File: config.mk
export PLATFORM = sky130hd
export DESIGN_NAME = ibus_word_bridge_flat
export DESIGN_NICKNAME = d
export VERILOG_FILES = /design/src/rtl/ibus_word_bridge_pkg.sv /design/src/rtl/ibus_word_bridge_if.sv /design/src/rtl/ibus_word_bridge_linebuf.sv /design/src/rtl/ibus_word_bridge.sv /design/src/flat_wrapper.sv
export SDC_FILE = /design/constraint.sdc
export NUM_CORES = 1
export LEC_CHECK = 0
export ABC_CLOCK_PERIOD_IN_PS = 2370
export BUFFER_PORTS_ARGS = -buffer_cell sky130_fd_sc_hd__buf_2
export CORE_MARGIN = 5
export CORE_UTILIZATION = 50
export DETAILED_ROUTE_END_ITERATION = 8
export GPL_TIMING_DRIVEN = 1
export PLACE_DENSITY = 0.8
export RECOVER_POWER = 100
export SLEW_MARGIN = 20
export SYNTH_ARGS = -nofsm -noshare
export SYNTH_HDL_FRONTEND = slang
export SYNTH_SLANG_ARGS = --single-unit
File: constraint.sdc
create_clock -name clk -period 2.37 [get_ports clk]
set_input_delay 0.1185 -clock clk [delete_from_list [all_inputs] [get_ports clk]]
set_output_delay 0.1185 -clock clk [all_outputs]
set_load 0.02 [all_outputs]
File: src/rtl/ibus_word_bridge_pkg.sv
// Shared types for the instruction-bus word bridge: fetch bus structs, FSM states, line-buffer entry.
package ibus_bridge_pkg;

    localparam int WORD_BYTES  = 4;
    localparam int FETCH_BYTES = 8;
    localparam int WORD_SHIFT  = $clog2(WORD_BYTES);
    localparam int FETCH_SHIFT = $clog2(FETCH_BYTES);

    typedef struct packed {
        logic        valid;
        logic [31:0] addr;
    } ibus_req_t;

    typedef struct packed {
        logic        addr_ok;
        logic        data_ok;
        logic [63:0] data;
    } ibus_resp_t;

    typedef enum logic [1:0] {
        IDLE,
        REQ,
        WAIT,
        RESP
    } state_t;

    typedef struct packed {
        logic        valid;
        logic [28:0] tag;
        logic [63:0] data;
    } linebuf_entry_t;

endpackage

File: src/rtl/ibus_word_bridge_if.sv
// Fetch-side request/response plus the 32-bit memory read port of the bridge.
interface ibus_word_bridge_if;
    import ibus_bridge_pkg::*;

    ibus_req_t   ireq;
    ibus_resp_t  iresp;
    logic        mem_req;
    logic [31:0] mem_addr;
    logic        mem_addr_ok;
    logic        mem_data_ok;
    logic [31:0] mem_rdata;
    logic        ibuf_inval;

    modport slave (
        input  ireq,
        output iresp,
        output mem_req,
        output mem_addr,
        input  mem_addr_ok,
        input  mem_data_ok,
        input  mem_rdata,
        input  ibuf_inval
    );

    modport master (
        output ireq,
        input  iresp,
        input  mem_req,
        input  mem_addr,
        output mem_addr_ok,
        output mem_data_ok,
        output mem_rdata,
        output ibuf_inval
    );

endinterface

File: src/rtl/ibus_word_bridge_linebuf.sv
// One-entry fetch line buffer: tag compare, fill on response, invalidate (used with IBUS_LINEBUF_EN).
module ibus_linebuf
    import ibus_bridge_pkg::*;
#(
    parameter logic [31:0] RESET_TAG = 32'hbfc00000
) (
    input  logic        clk,
    input  logic        resetn,
    input  logic [28:0] lookup_tag,
    input  logic        start,
    input  logic        fill,
    input  logic [28:0] fill_tag,
    input  logic [63:0] fill_data,
    input  logic        inval,
    output logic        hit,
    output logic [63:0] hit_data
);

    linebuf_entry_t entry_reg, entry_next;
    logic           block_reg, block_next;

    // An invalidate seen anywhere between accept and fill keeps the fill from going valid.
    always_comb begin
        entry_next = entry_reg;
        block_next = block_reg;
        if (start) begin
            block_next = inval;
        end else if (inval) begin
            block_next = 1'b1;
        end
        if (fill) begin
            entry_next.tag   = fill_tag;
            entry_next.data  = fill_data;
            entry_next.valid = !(inval || block_reg);
        end else if (inval) begin
            entry_next.valid = 1'b0;
        end
    end

    always_ff @(posedge clk) begin
        if (!resetn) begin
            entry_reg <= {1'b0, RESET_TAG[31:3], 64'h0};
            block_reg <= 1'b0;
        end else begin
            entry_reg <= entry_next;
            block_reg <= block_next;
        end
    end

    assign hit      = entry_reg.valid && (entry_reg.tag == lookup_tag);
    assign hit_data = entry_reg.data;

endmodule

File: src/rtl/ibus_word_bridge.sv
// Turns one 64-bit instruction fetch into two in-order 32-bit memory reads.
// Optional one-entry line buffer enabled by defining IBUS_LINEBUF_EN.
module ibus_word_bridge
    import ibus_bridge_pkg::*;
#(
    parameter int          MAX_OUTSTANDING = 2,
    parameter logic [31:0] RESET_TAG       = 32'hbfc00000
) (
    input logic               clk,
    input logic               resetn,
    ibus_word_bridge_if.slave bus
);

    localparam logic [1:0] MAX_OUT = 2'(MAX_OUTSTANDING);

    state_t                  state_reg, state_next;
    logic [31:FETCH_SHIFT]   base_reg, base_next;
    logic [1:0]              issued_reg, issued_next;
    logic [1:0]              received_reg, received_next;
    logic                    accept, issue_ok, issue_fire, data_take;
    logic                    hit;
    logic [63:0]             hit_data;
    logic [63:0]             line_data;
    logic                    resp_data_ok;

    assign accept     = (state_reg == IDLE) && bus.ireq.valid;
    assign issue_ok   = (state_reg == REQ) && (issued_reg != 2'd2)
                        && ((issued_reg - received_reg) < MAX_OUT);
    assign issue_fire = issue_ok && bus.mem_addr_ok;
    // Stray read data outside an active fetch is dropped rather than corrupting the line.
    assign data_take  = bus.mem_data_ok && ((state_reg == REQ) || (state_reg == WAIT))
                        && (received_reg != 2'd2);

`ifdef IBUS_LINEBUF_EN
    ibus_linebuf #(
        .RESET_TAG (RESET_TAG)
    ) u_linebuf (
        .clk        (clk),
        .resetn     (resetn),
        .lookup_tag (bus.ireq.addr[31:3]),
        .start      (accept),
        .fill       (state_reg == RESP),
        .fill_tag   (base_reg),
        .fill_data  (line_data),
        .inval      (bus.ibuf_inval),
        .hit        (hit),
        .hit_data   (hit_data)
    );
`else
    logic unused_linebuf;
    assign hit            = 1'b0;
    assign hit_data       = '0;
    assign unused_linebuf = ^{RESET_TAG, bus.ibuf_inval};
`endif

    logic unused_addr_bits;
    assign unused_addr_bits = ^bus.ireq.addr[FETCH_SHIFT-1:0];

    always_comb begin
        state_next    = state_reg;
        base_next     = base_reg;
        issued_next   = issued_reg;
        received_next = received_reg;
        case (state_reg)
            IDLE: begin
                if (bus.ireq.valid) begin
                    base_next   = bus.ireq.addr[31:FETCH_SHIFT];
                    issued_next = 2'd0;
                    if (hit) begin
                        received_next = 2'd2;
                        state_next    = RESP;
                    end else begin
                        received_next = 2'd0;
                        state_next    = REQ;
                    end
                end
            end
            REQ, WAIT: begin
                issued_next   = issued_reg + {1'b0, issue_fire};
                received_next = received_reg + {1'b0, data_take};
                if (received_next == 2'd2) begin
                    state_next = RESP;
                end else if (issued_next == 2'd2) begin
                    state_next = WAIT;
                end
            end
            RESP:    state_next = IDLE;
            default: state_next = IDLE;
        endcase
    end

    always_ff @(posedge clk) begin
        if (!resetn) begin
            state_reg    <= IDLE;
            base_reg     <= '0;
            issued_reg   <= 2'd0;
            received_reg <= 2'd0;
        end else begin
            state_reg    <= state_next;
            base_reg     <= base_next;
            issued_reg   <= issued_next;
            received_reg <= received_next;
        end
    end

    // Word gi of the line is written by the gi-th read response, or by a buffer hit.
    for (genvar gi = 0; gi < 2; gi++) begin : g_word
        logic [31:0] word_reg;
        always_ff @(posedge clk) begin
            if (!resetn) begin
                word_reg <= '0;
            end else if (accept && hit) begin
                word_reg <= hit_data[gi*32 +: 32];
            end else if (data_take && (received_reg == 2'(gi))) begin
                word_reg <= bus.mem_rdata;
            end
        end
        assign line_data[gi*32 +: 32] = word_reg;
    end

    assign resp_data_ok = resetn && (state_reg == RESP);

    always_comb begin
        bus.iresp         = '0;
        bus.iresp.addr_ok = resetn && accept;
        bus.iresp.data_ok = resp_data_ok;
        if (resp_data_ok) begin
            bus.iresp.data = line_data;
        end
    end

    assign bus.mem_req  = resetn && issue_ok;
    assign bus.mem_addr = (resetn && (state_reg == REQ))
                          ? ({base_reg, {FETCH_SHIFT{1'b0}}} + (32'(issued_reg) << WORD_SHIFT))
                          : 32'h0;

`ifndef SYNTHESIS
    always_ff @(posedge clk) begin
        if (resetn) begin
            assert (!(bus.mem_data_ok && ((state_reg == IDLE) || (received_reg == 2'd2))));
        end
    end
`endif

endmodule

File: src/flat_wrapper.sv
// flat-port wrapper written by rule: the top's interface ports become plain ports
module ibus_word_bridge_flat import ibus_bridge_pkg::*;
#(
    parameter int          MAX_OUTSTANDING = 2,
    parameter logic [31:0] RESET_TAG       = 32'hbfc00000
)
  (clk, resetn, bus_ireq, bus_iresp, bus_mem_req, bus_mem_addr, bus_mem_addr_ok, bus_mem_data_ok, bus_mem_rdata, bus_ibuf_inval);
  ibus_word_bridge_if bus_i ();
  input logic clk;
  input logic resetn;
  input wire logic [$bits(bus_i.ireq)-1:0] bus_ireq;
  output wire logic [$bits(bus_i.iresp)-1:0] bus_iresp;
  output wire logic [$bits(bus_i.mem_req)-1:0] bus_mem_req;
  output wire logic [$bits(bus_i.mem_addr)-1:0] bus_mem_addr;
  input wire logic [$bits(bus_i.mem_addr_ok)-1:0] bus_mem_addr_ok;
  input wire logic [$bits(bus_i.mem_data_ok)-1:0] bus_mem_data_ok;
  input wire logic [$bits(bus_i.mem_rdata)-1:0] bus_mem_rdata;
  input wire logic [$bits(bus_i.ibuf_inval)-1:0] bus_ibuf_inval;
  assign bus_i.ireq = bus_ireq;
  assign bus_iresp = bus_i.iresp;
  assign bus_mem_req = bus_i.mem_req;
  assign bus_mem_addr = bus_i.mem_addr;
  assign bus_i.mem_addr_ok = bus_mem_addr_ok;
  assign bus_i.mem_data_ok = bus_mem_data_ok;
  assign bus_i.mem_rdata = bus_mem_rdata;
  assign bus_i.ibuf_inval = bus_ibuf_inval;
  ibus_word_bridge #(.MAX_OUTSTANDING(MAX_OUTSTANDING), .RESET_TAG(RESET_TAG)) u_core (.clk(clk), .resetn(resetn), .bus(bus_i));
endmodule
==> run summary, run 1 <==
==================================================================================================
Total global routing overflow                                                                    0
Data required time at the worst endpoint                                                   2250 ps
Count of distinct cell types in the synthesized netlist                                         35
Core ar.                                                                                  9640 µm²
Worst-case headroom to the max-slew limit                                                    51.7%
Pin count of the biggest net entering global routing                                            67
Total Power Consumption                                                                    4.51 mW
Die width                                                                                   109 µm
Clock Sink Count                                                                                99
Post-route setup slack                                                                     -119 ps
Routed vias/inst                                                                              5.48
Syn avg cell area                                                                         7.21 µm²
Clock transition time at the flip-flop clock pins of the worst setup and hold paths          90 ps
Count of routing violations after the opening detailed-route iteration                         496
Worst Path Class, Setup                                                               flip-flop to output pin
Post-route fraction of the period consumed by the critical path                               105%
Fraction of synthesized cell area in xor and xnor cells                                      2.70%
Largest register FFs                                                                            64
Post-synthesis cell area                                                                  4870 µm²
Critical path buffer and inverter count                                                          1
Final setup skew                                                                           11.2 ps
Violated checks                                                                       design-rule violations, negative setup slack
Initial core utilization                                                                     50.5%
CTS tree                                                                                     built
Largest incremental delay on the critical path                                              570 ps
Total of warnings raised by yosys                                                                0
Rows                                                                                            36
Clk Tree Root Cell                                                                    sky130_fd_sc_hd__clkbuf_8
Final Setup Violations                                                                           8
Combinational family with the most area after synthesis                               simple AND/OR/NAND/NOR gates
Antenna cell count                                                                               0
Routed length per instance                                                                 15.6 µm
Gpl congestion                                                                               0.925
Syn Inst Count                                                                                 676
Area added between synthesis and finish                                                      37.2%
#FFs+latches synth                                                                              99
Leakage power                                                                              2.73 nW
R2R Path Start                                                                        u_core.state_reg[0]$_SDFFE_PN0P_
Measured slew at the worst slew-check pin                                                   724 ps
Worst Setup Slack post-DPL                                                                  141 ps
Iteration count of the initial detailed-routing pass                                             9
Master of the slowest instance on the critical path                                   sky130_fd_sc_hd__or4_4
VDD IR max                                                                                0.531 mV
Outcome                                                                               finished, violations left
Drc violations                                                                                   1
Inserted Clock Buffers                                                                           9
Worst-case hold slack                                                                      13.2 ps
Worst setup startpoint                                                                u_core.base_reg[10]$_SDFFE_PN0P_
Data arrival time of the worst path                                                        2370 ps
Remaining number of nets flagged by the antenna check after routing                              0
Hold Crit Class                                                                       input pin to flip-flop
Critical-path cell list                                                               nand4_4 > or4_4 > or4_1 > a21oi_1 > buf_4
Mux cell area share after synthesis                                                         0.205%
Final min period                                                                           2490 ps
Post-synthesis compound-gate area fraction                                                   14.7%
Setup crit start kind                                                                    flip-flop
Power density over the cells                                                            675 nW/µm²
Number of levels the H-tree was split into                                                       3
Die extent in y                                                                             109 µm
Critical-path maximum fanout                                                                     6
Ports                                                                                          169
Nets@finish                                                                                    951
Total GRT Usage                                                                              24.9%
Port buffer count                                                                              162
Vias post-DR                                                                                 5,538
Critical path capture point type                                                        output pin
Adder-cell share of the synthesized area                                                     1.80%
Die Area                                                                                11,800 µm²
Count of pins over their slew limit                                                              0
Cell area after placement                                                                 5770 µm²
Number of hold-slack violations in the final timing report                                       0
CP delay by family, top                                                               simple AND/OR/NAND/NOR gates
Post-route standard cell area excluding fillers                                           6680 µm²
Antenna violations before repair                                                                 1
Number of violations of the max-capacitance limit                                                0
Share of layout cells above drive strength 1                                                 21.3%
Number of global-route vias before repair                                                    5,209
FMAX                                                                                       402 MHz
Hold path startpoint                                                                  bus_ireq[26]
Part of the Yosys area used for sequential elements                                          40.7%
DP HPWL                                                                                    9.43 mm
Clock latency at the later pin of the worst-skew pair                                       350 ps
Setup repair after global routing missed its margin                                            yes
Max Buffers Root-to-Sink                                                                         2
Routed wire length                                                                         15.7 mm
Simple-gate area share of the yosys netlist                                                  34.3%
Wire length of the first global-routing pass                                               23.9 mm
==================================================================================================
==> metal layers <==
metal	global-route usage (%)	vias up	share of wire [%]
met2	43.1	292	50
met3	5.57	46	8.9
met4	9.74	2	2.5
met5	0	-	0.044
li1	-	2688	-
met1	30.0	2510	39
==> timing repair <==
item	in CTS	in global routing
hold buffers	50	0
cloned	2	0
pin swaps	11	12
hold endpoints to repair	61	0
endpoints found under the setup margin	13	16
buffers inserted	5	7
resized for setup	32	42
==> final cells by class <==
type / instances / area [µm²]
fillers: 805 / 2960
multi-input cells: 514 / 2780
flip-flops and latches: 99 / 2030
repair buffers: 242 / 1500
clock buffers: 13 / 169
well taps: 133 / 166
inverters: 8 / 30.0
clock inverters: 2 / 10.0
==> final timing paths <==
check | cells past startpoint | endpoint | slack (ps)
setup reg to reg | 7 | u_core.g_word[0].word_reg[4]$_SDFFE_PN0P_ | 200
hold / removal | 3 | u_core.base_reg[26]$_SDFFE_PN0P_ | 10
setup / recovery | 5 | bus_mem_addr[21] | -120
hold reg to reg | 2 | u_core.g_word[0].word_reg[8]$_SDFFE_PN0P_ | 450
==> power breakdown <==
group          internal, mW  switching (mW)
logic                 0.492           0.902
registers              1.93           0.199
clock network         0.460           0.529
total                  2.88            1.63
==> synthesized netlist by cell type, drive strengths merged <==
master  number  area share (%)
a211oi       1            0.15
a21oi      112              12
a32oi        2            0.36
and2         2            0.26
and3        69             8.9
and4         4            0.72
buf          6            0.85
clkbuf      52             4.0
conb         1           0.077
dfxtp       99              41
ha           7             1.8
inv          8            0.62
mux2i        1            0.21
nand2      203              16
nand2b       2            0.26
nand3       12             1.2
nand3b       1            0.15
nand4        6            0.90
nor2        17             1.3
nor2b        5            0.64
nor3         5            0.51
nor3b        3            0.46
nor4         4            0.51
o21ai        7            0.72
o31ai       13             2.0
or2          2            0.26
or3          3            0.39
or4         14             2.2
xnor2        9             1.6
xor2         6             1.1
==> cells in the final DEF, fill, tap and decap left out, types with 3 or more instances in the layout <==
cell type                       count
sky130_fd_sc_hd__nand2_1          200
sky130_fd_sc_hd__a21oi_1          105
sky130_fd_sc_hd__buf_2             83
sky130_fd_sc_hd__dfxtp_1           80
sky130_fd_sc_hd__and3_1            69
sky130_fd_sc_hd__clkbuf_1          68
sky130_fd_sc_hd__dlygate4sd3_1     50
sky130_fd_sc_hd__buf_4             30
sky130_fd_sc_hd__nor2_1            17
sky130_fd_sc_hd__nand3_1           12
sky130_fd_sc_hd__clkbuf_8          12
sky130_fd_sc_hd__o31ai_1           11
sky130_fd_sc_hd__dfxtp_4           10
sky130_fd_sc_hd__or4_4              9
sky130_fd_sc_hd__xnor2_1            9
sky130_fd_sc_hd__dfxtp_2            9
sky130_fd_sc_hd__inv_1              7
sky130_fd_sc_hd__or4_1              7
sky130_fd_sc_hd__o21ai_0            7
sky130_fd_sc_hd__a21oi_2            6
sky130_fd_sc_hd__xor2_1             6
sky130_fd_sc_hd__nand4_1            5
sky130_fd_sc_hd__nor2b_1            5
sky130_fd_sc_hd__ha_1               5
sky130_fd_sc_hd__clkbuf_2           5
sky130_fd_sc_hd__and4_1             4
sky130_fd_sc_hd__nor3_1             4
sky130_fd_sc_hd__buf_6              4
sky130_fd_sc_hd__nand2_2            3
sky130_fd_sc_hd__or3_1              3
sky130_fd_sc_hd__nor4_1             3
sky130_fd_sc_hd__nor3b_1            3
==> kinds of logic (layout without fill, tap and decap cells) <==
family | after synthesis | count (layout)
AND/OR/NAND/NOR | 352 | 354
AO/OA/AOI/OAI | 135 | 135
flip-flops | 99 | 99
buffers and inverters | 66 | 265
XOR/XNOR | 15 | 15
adder cells (fa/ha/maj) | 7 | 7
other | 1 | 2
multiplexers | 1 | 1
==> worst register-to-register path, stage by stage, from the launching register on <==
cell and delay [ps]:
sky130_fd_sc_hd__dfxtp_1 390, sky130_fd_sc_hd__inv_1 60, sky130_fd_sc_hd__ha_1 440, sky130_fd_sc_hd__nand2_1 160, sky130_fd_sc_hd__nor3_1 150, sky130_fd_sc_hd__clkbuf_2 600
sky130_fd_sc_hd__nand2_1 130, sky130_fd_sc_hd__a21oi_1 160
==> metrics by stage <==
step	std cells	util [%]	TNS, ps
3_3_place_gp	932	59.9	0
2_1_floorplan	677	-	0
4_1_cts	1004	68.3	-23.2
6_report	1011	69.3	-310
3_5_place_dp	932	59.9	0
5_1_grt	1011	69.3	-1100
No activity file was read; power rests on OpenSTA's default activity.
==> run 2, diff against run 1 <==
Settings changed: CORE_MARGIN 5 to 4.
==> run 2 against run 1 <==
  * The run ends with negative setup slack left
  * Worst hold slack lost 4.1 ps
  * Clock skew is 0.95 ps lower
  * Largest cell class unchanged
  * Highest routed layer is now met4
  * Fmax shrank 7.0%
==> run summary, run 2 (synthesized netlist as in run 1, its figures left out) <==
==================================================================================================
Hold path startpoint                                                                   bus_ireq[8]
Power share of the clock group                                                               22.1%
Antenna violations before repair                                                                 0
Met3 layer wire length in the routed design                                                1.37 mm
Port buffer count                                                                              162
Clock transition time at the flip-flop clock pins of the worst setup and hold paths          90 ps
Count of routing violations after the opening detailed-route iteration                         487
Number of global-route vias before repair                                                    5,137
Drc violations                                                                                   0
Final setup skew                                                                           10.3 ps
Relative contribution of sequential cells to total power                                     46.1%
Area added between synthesis and finish                                                      41.8%
Antenna cell count                                                                               0
Part of the total power dissipated in combinational logic                                    31.8%
Routed length per instance                                                                 15.9 µm
Initial core utilization                                                                     52.0%
Switching component of the power                                                           1.70 mW
VDD IR max                                                                                0.353 mV
Max Used Layer                                                                                met4
Number of levels the H-tree was split into                                                       3
Data arrival time of the worst path                                                        2560 ps
Worst Path Class, Setup                                                               flip-flop to output pin
Violated checks                                                                       negative setup slack
Leakage power                                                                              3.07 nW
Die Area                                                                                11,400 µm²
Worst-case headroom to the max-slew limit                                                    60.1%
Clock latency at the later pin of the worst-skew pair                                       350 ps
Ports                                                                                          169
Detailed-routed wire length on met2                                                        7.97 mm
Switching fraction of total power                                                            36.8%
Routed wire length                                                                         16.2 mm
Power density over the cells                                                            668 nW/µm²
Wire length of the first global-routing pass                                               24.0 mm
Total GRT Usage                                                                              25.4%
Worst setup startpoint                                                                u_core.base_reg[10]$_SDFFE_PN0P_
Total global routing overflow                                                                    0
Most frequent cells in the layout                                                     200 x sky130_fd_sc_hd__nand2_1, 147 x sky130_fd_sc_hd__buf_2, 106 x sky130_fd_sc_hd__a21oi_1, 79 x sky130_fd_sc_hd__dfxtp_1, 69 x sky130_fd_sc_hd__and3_1
Core ar.                                                                                  9370 µm²
Number of violations of the max-capacitance limit                                                0
Measured slew at the worst slew-check pin                                                   599 ps
Iteration count of the initial detailed-routing pass                                             5
Hold Crit Class                                                                       input pin to flip-flop
Clk Tree Root Cell                                                                    sky130_fd_sc_hd__clkbuf_8
Internal power of the cells                                                                2.92 mW
Setup repair after global routing missed its margin                                            yes
R2R Path Start                                                                        u_core.received_reg[1]$_SDFFE_PN0P_
Total Power Consumption                                                                    4.62 mW
Post-route met1 wirelength                                                                 6.33 mm
Rows                                                                                            35
Vias post-DR                                                                                 5,650
Clock Sink Count                                                                                99
Pin count of the biggest net entering global routing                                            67
Max Buffers Root-to-Sink                                                                         2
Nets@finish                                                                                    962
Number of hold-slack violations in the final timing report                                       0
Largest register FFs                                                                            64
Post-route fraction of the period consumed by the critical path                               113%
Post-route setup slack                                                                     -307 ps
Inserted Clock Buffers                                                                           9
DP HPWL                                                                                    9.45 mm
Die width                                                                                   107 µm
Critical path capture point type                                                        output pin
Count of pins over their slew limit                                                              0
Outcome                                                                               finished, violations left
Summed negative setup slack over all endpoints                                             -443 ps
Die extent in y                                                                             107 µm
Final Setup Violations                                                                           4
Commonest non-fill, non-tap cell in the layout                                        sky130_fd_sc_hd__nand2_1
Routed vias/inst                                                                              5.54
Final min period                                                                           2680 ps
Critical-path maximum fanout                                                                    11
Share of layout cells above drive strength 1                                                 30.6%
Data required time at the worst endpoint                                                   2250 ps
Gpl congestion                                                                               0.945
FMAX                                                                                       373 MHz
Remaining number of nets flagged by the antenna check after routing                              0
Setup crit start kind                                                                    flip-flop
CTS tree                                                                                     built
==================================================================================================
run 2: cell count changes in the layout (fill, tap and decap cells not counted), sizes merged:
cell and delta:
buf +78, clkbuf -68, clkinvlp +1, dlygate4sd3 -1, inv +1, or2 +1
run 2: worst max-delay path, stage by stage, from the launching register on:
cell and delay [ps]:
sky130_fd_sc_hd__dfxtp_4 370, sky130_fd_sc_hd__nand4_4 140, sky130_fd_sc_hd__buf_4 160, sky130_fd_sc_hd__or4_4 600, sky130_fd_sc_hd__o31ai_1 490, sky130_fd_sc_hd__a21oi_1 230, sky130_fd_sc_hd__buf_4 210
run 2: worst paths after layout:
path | cells after the start | endpoint | slack, ps
hold / removal | 3 | u_core.base_reg[8]$_SDFFE_PN0P_ | 9
setup / recovery | 6 | bus_mem_addr[21] | -310
setup reg to reg | 9 | u_core.state_reg[0]$_SDFFE_PN0P_ | 320
hold reg to reg | 2 | u_core.g_word[0].word_reg[13]$_SDFFE_PN0P_ | 460
run 2: routing by layer:
layer	track usage (%)	vias up
li1	-	2707
met1	31.3	2599
met2	43.7	291
met3	5.78	53
met4	8.49	0
met5	0	-
run 2: timing repair:
action | 4_1_cts | 5_1_grt
endpoints found under the setup margin | 13 | 15
gates cloned | 2 | 1
hold buffers | 42 | 7
pin swaps | 10 | 14
setup buffers | 4 | 17
resized for setup | 29 | 53
hold endpoints to repair | 51 | 7
run 2: area by class of cell:
cell class                 count  area (µm²)
multi-input combinational    515        2840
clock buffer                  12         155
sequential                    99        2030
inverter                       8        30.0
tap                          129         161
timing repair buffer         252        1660
fill                         715        2460
clock inverter                 4        33.8
run 2: power by group through the flow:
stage	logic [mW]	clock network, mW	registers (mW)
after detailed placement	1.28	0	2.13
final	1.47	1.02	2.13
after global routing	1.62	1.12	2.16
after CTS	1.37	1.05	2.10
after global placement	1.25	0	2.11
after floorplan	0.896	0	2.08
run 2: through the flow:
step	cell area (µm²)	utilization [%]	instances	worst slack [ps]	hold WS, ps
6_report	6910	73.7	1019	-307	9.12
5_1_grt	6910	73.7	1019	-355	2.49
4_1_cts	6520	69.5	994	-7.63	0.0326
3_5_place_dp	5800	61.9	930	168	364
3_3_place_gp	5800	61.9	930	200	364
2_1_floorplan	4880	-	677	143	254
